**src/rtl/alu_issue_ctrl.sv**
```systemverilog
// alu_issue_ctrl: registers requests onto the ALU inputs, captures the
// ALU result one cycle later into a small FIFO and retires it downstream.
module alu_issue_ctrl #(
  parameter int          ALU_WIDTH  = 8,
  parameter int          FIFO_DEPTH = 4,
  parameter logic [3:0]  OP_DIV     = 4'd9
) (
  input  logic                   clk,
  input  logic                   rst,
  input  logic                   in_valid,
  output logic                   in_ready,
  input  logic [ALU_WIDTH-1:0]   in_a,
  input  logic [ALU_WIDTH-1:0]   in_b,
  input  logic [3:0]             in_opcode,
  output logic [ALU_WIDTH-1:0]   alu_a,
  output logic [ALU_WIDTH-1:0]   alu_b,
  output logic [3:0]             alu_opcode,
  input  logic [2*ALU_WIDTH-1:0] alu_result,
  input  logic                   alu_a_greater,
  input  logic                   alu_a_equal,
  input  logic                   alu_a_less,
  output logic                   out_valid,
  input  logic                   out_ready,
  output logic [2*ALU_WIDTH-1:0] out_result,
  output logic                   out_gt,
  output logic                   out_eq,
  output logic                   out_lt,
  output logic [3:0]             out_opcode,
  output logic                   out_div_zero,
  output logic [15:0]            op_count
);

  localparam int AW = $clog2(FIFO_DEPTH);
  localparam int CW = AW + 1;
  localparam int RW = 2 * ALU_WIDTH;
  localparam int EW = RW + 8;

  logic [ALU_WIDTH-1:0] r_alu_a;
  logic [ALU_WIDTH-1:0] r_alu_b;
  logic [3:0]           r_alu_opcode;
  logic                 r_s1_valid;
  logic [AW-1:0]        r_wp;
  logic [AW-1:0]        r_rp;
  logic [CW-1:0]        r_cnt;
  logic [15:0]          r_op_count;
  logic [EW-1:0]        r_mem [FIFO_DEPTH];

  logic          w_accept;
  logic          w_push;
  logic          w_pop;
  logic          w_div_zero;
  logic [CW:0]   w_occ;
  logic [EW-1:0] w_entry;
  logic [EW-1:0] w_head;

  // Occupancy counts the in-flight issue slot so a capture always fits.
  assign w_occ      = {1'b0, r_cnt} + {{CW{1'b0}}, r_s1_valid};
  assign in_ready   = w_occ < (CW+1)'(FIFO_DEPTH);
  assign w_accept   = in_valid && in_ready;
  assign w_push     = r_s1_valid;
  assign out_valid  = (r_cnt != '0);
  assign w_pop      = out_valid && out_ready;
  assign w_div_zero = (r_alu_opcode == OP_DIV) && (r_alu_b == '0);
  assign w_entry    = {alu_result, alu_a_greater, alu_a_equal,
                       alu_a_less, r_alu_opcode, w_div_zero};
  assign w_head     = out_valid ? r_mem[r_rp] : '0;

  assign alu_a      = r_alu_a;
  assign alu_b      = r_alu_b;
  assign alu_opcode = r_alu_opcode;
  assign op_count   = r_op_count;

  assign {out_result, out_gt, out_eq, out_lt,
          out_opcode, out_div_zero} = w_head;

  // Issue stage: load ALU operands on accept, otherwise hold them quiet.
  always_ff @(posedge clk or posedge rst) begin
    if (rst) begin
      r_alu_a      <= '0;
      r_alu_b      <= '0;
      r_alu_opcode <= '0;
      r_s1_valid   <= 1'b0;
    end else begin
      r_s1_valid <= w_accept;
      if (w_accept) begin
        r_alu_a      <= in_a;
        r_alu_b      <= in_b;
        r_alu_opcode <= in_opcode;
      end
    end
  end

  // FIFO storage: written one cycle after issue with the ALU outputs.
  always_ff @(posedge clk) begin
    if (w_push) r_mem[r_wp] <= w_entry;
  end

  // FIFO pointers, occupancy and the retired-operation counter.
  always_ff @(posedge clk or posedge rst) begin
    if (rst) begin
      r_wp       <= '0;
      r_rp       <= '0;
      r_cnt      <= '0;
      r_op_count <= '0;
    end else begin
      if (w_push) r_wp <= r_wp + AW'(1);
      if (w_pop) begin
        r_rp       <= r_rp + AW'(1);
        r_op_count <= r_op_count + 16'd1;
      end
      r_cnt <= r_cnt + CW'(w_push) - CW'(w_pop);
    end
  end

endmodule

```
**config.mk**
```make
export PLATFORM = sky130hd
export DESIGN_NAME = alu_issue_ctrl
export DESIGN_NICKNAME = d
export VERILOG_FILES = /design/src/rtl/alu_issue_ctrl.sv
export SDC_FILE = /design/constraint.sdc
export NUM_CORES = 1
export LEC_CHECK = 0
export CELL_PAD_IN_SITES_DETAIL_PLACEMENT = 0
export CELL_PAD_IN_SITES_GLOBAL_PLACEMENT = 1
export CORE_ASPECT_RATIO = 1.5
export CORE_MARGIN = 3
export CORE_UTILIZATION = 35
export DETAILED_ROUTE_END_ITERATION = 8
export PLACE_DENSITY_LB_ADDON = 0.1
export SYNTH_ARGS = -nofsm -noshare
export SYNTH_HDL_FRONTEND = slang
export SYNTH_SLANG_ARGS = --single-unit
```
**constraint.sdc**
```tcl
create_clock -name clk -period 2.3 [get_ports clk]
set_input_delay 0.46 -clock clk [delete_from_list [all_inputs] [get_ports clk]]
set_output_delay 0.46 -clock clk [all_outputs]
set_load 0.01 [all_outputs]
```
==> results of run 1 <==
cells by family after synthesis:
group,after synthesis,synth area share (%)
AND/OR/NAND/NOR,68,6.80
multiplexers,44,14.8
flip-flops,140,70.6
buffers and inverters,21,1.88
XOR/XNOR,19,2.95
AO/OA/AOI/OAI,4,0.864
adder cells (fa/ha/maj),9,2.13
routing by layer:
metal,up-vias,track usage [%]
met5,-,0
met4,0,4.25
met3,6,3.64
met2,79,23.5
met1,1552,16.6
li1,1423,-
area by class of cell:
| class | count | area [sq um] |
|---|---|---|
| timing repair buffer | 130 | 1300 |
| multi-input combinational | 144 | 1620 |
| tap | 203 | 254 |
| sequential | 140 | 3990 |
| inverter | 10 | 37.5 |
| clock buffer | 17 | 425 |
| clock inverter | 15 | 195 |
| fill | 1374 | 7880 |
cell usage after synthesis, types with 2 or more instances:
master	number	share of area (%)
edfxtp_1	96	51
dfrtp_1	44	19
mux4_2	24	9.6
nor2b_1	24	2.7
mux2_4	19	5.1
xnor2_1	15	2.3
nand2_1	13	0.86
inv_1	10	0.66
ha_1	8	1.8
nor2_1	6	0.40
nand3_1	5	0.44
nand4_1	5	0.55
and2_1	4	0.44
buf_2	4	0.35
xor2_1	4	0.62
clkbuf_1	3	0.20
buf_4	2	0.27
buf_6	2	0.40
nor3_1	2	0.18
nor4b_1	2	0.31
stage by stage:
step                hold WS [ns]  power, W  cell area, sq um  std cells  setup WS [ns]
global route               0.405    0.0111              7820        659         -0.110
detailed placement         0.466   0.00756              7070        618         0.0647
floorplan                  0.473   0.00570              5650        305          0.272
CTS                        0.384    0.0105              7760        660        -0.0789
finish                     0.374    0.0105              7820        659        -0.0445
global placement           0.465   0.00753              7070        618         0.0857
power groups by stage:
stage	logic, W	clock network [W]	registers [W]
after global routing	0.00426	0.00301	0.00379
after detailed placement	0.00380	0	0.00376
after global placement	0.00379	0	0.00374
after floorplan	0.00193	0	0.00378
final	0.00394	0.00283	0.00371
after CTS	0.00390	0.00289	0.00372
how the worst max path moves through the flow:
stage                                end      start  slack, ns  cells past startpoint
after floorplan                 r_cnt[2]   r_cnt[0]       0.27                      7
after global placement     out_result[9]    r_rp[0]       0.09                      4
after detailed placement        r_cnt[2]  out_ready       0.06                      8
after CTS                 out_result[11]    r_rp[0]      -0.08                      6
after global routing       out_result[4]    r_rp[0]      -0.11                      6
final                     out_result[11]    r_rp[0]      -0.04                      6
registers in the layout, indices dropped and copies added (netlist names):
name / cells
alu_a: 8
r_wp: 2
r_cnt: 3
alu_opcode: 4
op_count: 16
r_rp: 2
alu_b: 8
r_mem: 96
r_s1_valid: 1
timing repair:
item,4_1_cts,5_1_grt
gates resized for setup,110,15
endpoints found under the setup margin,26,22
endpoints found under the hold margin,0,0
pin swaps,1,0
setup buffers,7,0
cloned,3,0
==> results.json, run 1 <==
{
  "run_status": "complete, but fails checks",
  "violations": "negative setup slack",
  "relSlewSlack_pct": 66.7,
  "syn-num-nets": 357,
  "wl_per_cell_microns": 17.2,
  "track_usage_pct": 13.7,
  "antenna_found_initial": 0,
  "cts_sinks": 140,
  "r2r_start": "r_cnt[1]",
  "clock.fmax_mhz": 427,
  "final_cell_mix": "edfxtp_1, clkdlybuf4s50_1, dfrtp_1, mux4_2",
  "place_congestion": 0.696,
  "tightest_slew_ns": 0.500,
  "drive_gt1_share_pct": 30.5,
  "h-tree-depth": 4,
  "die_w_microns": 110,
  "min_period_ns": 2.34,
  "root_buffer": "clkbuf_16",
  "fin_nets": 495,
  "rsz0062_at_grt": "yes",
  "rows": 56,
  "area_growth_pct": 38.4,
  "cts_tree": "yes",
  "mostFrequentLayoutCell": "edfxtp_1",
  "finalCritPeriodShare_pct": 102,
  "critical_path_class": "reg2out",
  "seqPwrFrac_pct": 35.4,
  "critPathMaxStageDelay_ns": 0.43,
  "clk-insertion-delay-late_ns": 0.40,
  "crit_family": "buffers and inverters",
  "die-area_sq_um": 17700,
  "slew_violations": 0,
  "leakagePower_nw": 3.01,
  "grt_pass1_vias": 3360,
  "wirelength_microns": 11300,
  "wl_met1_microns": 4590,
  "dp_hpwl_microns": 7160,
  "grt_overflow_total": 0,
  "ys.flop_type": "edfxtp_1",
  "irDropWorstVdd_uv": 658,
  "routed-wl-met2_microns": 6140,
  "critical_path.slowest_cell": "mux4_2",
  "start_util_pct": 36.0,
  "cts_made_buffers": 17,
  "synth-seq-cells": 140,
  "setup_viol": 10,
  "fin_setup_tns_ns": -0.236,
  "fin_util_pct": 49.8,
  "cp_common_cell": "buf_6",
  "seq_area_frac_synth_pct": 70.6,
  "min_path_type": "in2async",
  "diodes": 0,
  "critical_path.endpoint_type": "output pin",
  "top_layer": "met4",
  "fin_ws_ns": -0.0445,
  "dr.pass1.iters": 4,
  "async_reset_ff_share_pct": 31.4,
  "dr_wl_met3_microns": 495,
  "routed_via_density": 4.64,
  "power_switching_share_pct": 28.8,
  "fin_skew_ns": 0.00941,
  "via_count": 3060,
  "cts_buffer_depth": 2,
  "ctsHoldBuffers": 0,
  "core_area_sq_um": 15700,
  "r2r_cells": 8,
  "ant_nets": 0,
  "dieHeight_microns": 162,
  "grt_max_degree": 27,
  "syn_area_per_cell_sq_um": 18.5,
  "power.density_nw_per_um2": 1340,
  "drc": 0,
  "required_ns": 1.84,
  "power.share.clock_pct": 27.0,
  "cp-start-kind": "register",
  "io_pins": 105,
  "crit_buf_inv": 4,
  "ys_warn_count": 0,
  "path_cells": "buf_6, buf_12, buf_16, mux4_2, nor2b_4, buf_6",
  "p_int_w": 0.00746,
  "finalHoldViolations": 0,
  "synth.distinct_cells": 33,
  "syn-cell-area_sq_um": 5650,
  "drt_iter0_markers": 104,
  "p_switching_w": 0.00301,
  "synth_cells": 305,
  "critPathMaxFanout": 5,
  "comb_power_share_pct": 37.6,
  "clk_pin_slew_ns": 0.06,
  "r2r_slack_ns": 0.34,
  "crit-reg2reg-capture": "r_cnt[2]",
  "synth-edff-count": 96,
  "cp.arrival_ns": 1.88,
  "portBuffers": 104,
  "max-cap-violations": 0,
  "grt_pass1_wl_microns": 18200
}
Power figures use the tool's default switching activity.
==> run 2, diff against run 1 <==
--- a/config.mk
+++ b/config.mk
@@ -11,7 +11,9 @@
 export CORE_MARGIN = 3
 export CORE_UTILIZATION = 35
 export DETAILED_ROUTE_END_ITERATION = 8
+export DONT_BUFFER_PORTS = 1
 export PLACE_DENSITY_LB_ADDON = 0.1
+export REMOVE_ABC_BUFFERS = 1
 export SYNTH_ARGS = -nofsm -noshare
 export SYNTH_HDL_FRONTEND = slang
 export SYNTH_SLANG_ARGS = --single-unit
==> results.json, run 2 (same netlist as run 1, synthesis figures left out) <==
{
  "start_util_pct": 36.0,
  "seq_area_sq_um": 3990,
  "cp.arrival_ns": 1.77,
  "fill_cells": 1441,
  "setup_viol": 0,
  "cts_made_buffers": 17,
  "track_usage_pct": 13.0,
  "grt_pass1_vias": 2911,
  "wirelength_microns": 10700,
  "critical_path_class": "reg2out",
  "max-cap-violations": 0,
  "die-area_sq_um": 17700,
  "top_register": "r_mem",
  "critPathMaxStageDelay_ns": 0.49,
  "startpoint": "r_rp[0]",
  "grt_overflow_total": 0,
  "fin_skew_ns": 0.0116,
  "leakagePower_nw": 2.47,
  "critical_path.endpoint_type": "output pin",
  "ctsHoldBuffers": 0,
  "critPathMaxFanout": 13,
  "mostFrequentLayoutCell": "edfxtp_1",
  "clock.fmax_mhz": 448,
  "min_period_ns": 2.23,
  "irDropWorstVdd_uv": 534,
  "fin_nets": 387,
  "routed_via_density": 4.87,
  "root_buffer": "clkbuf_16",
  "grt_pass1_wl_microns": 16800,
  "largest_reg_flops": 96,
  "drt_iter0_markers": 113,
  "r2r_slack_ns": 0.32,
  "grt_max_degree": 28,
  "diodes": 0,
  "rows": 56,
  "run_status": "finished, final reports clean",
  "min_path_type": "in2async",
  "path_cells": "buf_12, mux4_2, nor2b_1, buf_4",
  "clk_pin_slew_ns": 0.06,
  "r2r_start": "r_cnt[0]",
  "fin_util_pct": 42.2,
  "cp-start-kind": "register",
  "portBuffers": 0,
  "cts_tree": "yes",
  "finalHoldViolations": 0,
  "tightest_slew_ns": 0.599,
  "area_growth_pct": 17.2,
  "r2r_cells": 7,
  "crit_family": "multiplexers",
  "h-tree-depth": 4,
  "via_count": 2686,
  "rsz0062_at_grt": "yes",
  "critical_path.slowest_cell": "mux4_2",
  "final_cell_mix": "edfxtp_1, dfrtp_1, mux4_2, nor2b_1, mux2_4",
  "clk-insertion-delay-late_ns": 0.40,
  "fin_area_sq_um": 6620,
  "cts_buffer_depth": 2,
  "wl_per_cell_microns": 19.4,
  "dieHeight_microns": 162,
  "power.density_nw_per_um2": 1350,
  "drc": 0,
  "slew_violations": 0,
  "finalCritPeriodShare_pct": 97.1,
  "dp_hpwl_microns": 7160,
  "relSlewSlack_pct": 60.0,
  "multi_input_area_sq_um": 1560,
  "dpl_cell_area_sq_um": 6020,
  "place_congestion": 0.633,
  "crit-reg2reg-capture": "r_cnt[2]",
  "dr.pass1.iters": 4,
  "ant_nets": 0,
  "die_w_microns": 110,
  "crit_buf_inv": 2,
  "io_pins": 105,
  "cts_sinks": 140,
  "drive_gt1_share_pct": 29.6,
  "pre_cts_ws_ns": 0.319,
  "antenna_found_initial": 0,
  "timing.hold.ws_ns": 0.00367,
  "fin_ws_ns": 0.0675,
  "core_area_sq_um": 15700,
  "required_ns": 1.84
}
==> run 2: cell types whose count changed in the layout (fill, tap and decap cells not counted), moves of 2 or more <==
cell / delta
buf_12: -2
buf_4: +3
nor2b_4: -7
clkdlybuf4s50_1: -78
nor2b_1: +7
bufinv_16: -3
buf_2: -19
dlygate4sd2_1: -2
buf_6: -7
buf_16: -3
==> run 2: repair_timing <==
item                                    CTS  global route
endpoints found under the setup margin    3            13
hold endpoints to repair                  0             0
resized for setup                         0             1
pin swaps                                 1             0
buffers inserted                          1             2
==> run 2: metal layers <==
metal  share of wire, %  vias up  GRT usage, %
li1                   -     1203             -
met5                  0        -             0
met2                 53       88          21.9
met1                 38     1388          14.4
met4                1.2        0          4.99
met3                7.6        7          5.40
==> run 2: report_power, final <==
group / internal, W / switching (W) / leakage, nW
combinational: 0.00133 / 0.00118 / 0.787
sequential: 0.00333 / 0.000561 / 1.42
clock: 0.00148 / 0.00102 / 0.262
total: 0.00614 / 0.00277 / 2.47
==> run 2: how the worst max path moves through the flow <==
stage / to / slack [ns] / cells past startpoint
after floorplan: out_div_zero / -0.08 / 2
after global placement: r_cnt[2] / 0.35 / 7
after detailed placement: r_cnt[2] / 0.32 / 7
after global routing: out_div_zero / -0.003 / 4
after CTS: out_result[9] / 0.02 / 3
final: out_opcode[3] / 0.07 / 4
==> run 2: cell type report <==
| type | instances | share of cell area (%) |
|---|---|---|
| clock inverter | 14 | 1.80 |
| tap | 203 | 3.84 |
| multi-input combinational | 144 | 23.6 |
| inverter | 10 | 0.567 |
| timing repair buffer | 22 | 3.50 |
| sequential | 140 | 60.2 |
| clock buffer | 18 | 6.48 |
==> run 2: worst register-to-register path, stage by stage, from the launching register on <==
cell and delay [ns]:
dfrtp_1 0.46, o31ai_4 0.28, inv_1 0.12, ha_1 0.29
inv_1 0.04, ha_1 0.17, fa_1 0.37, xnor2_1 0.13
==> run 2: stage by stage <==
step           setup TNS (ns)  total power (W)  std cells
3_5_place_dp                0          0.00647        516
5_1_grt              -0.00333          0.00943        551
4_1_cts                     0          0.00902        549
3_3_place_gp                0          0.00644        516
6_report                    0          0.00891        551
2_1_floorplan           -1.94          0.00562        294
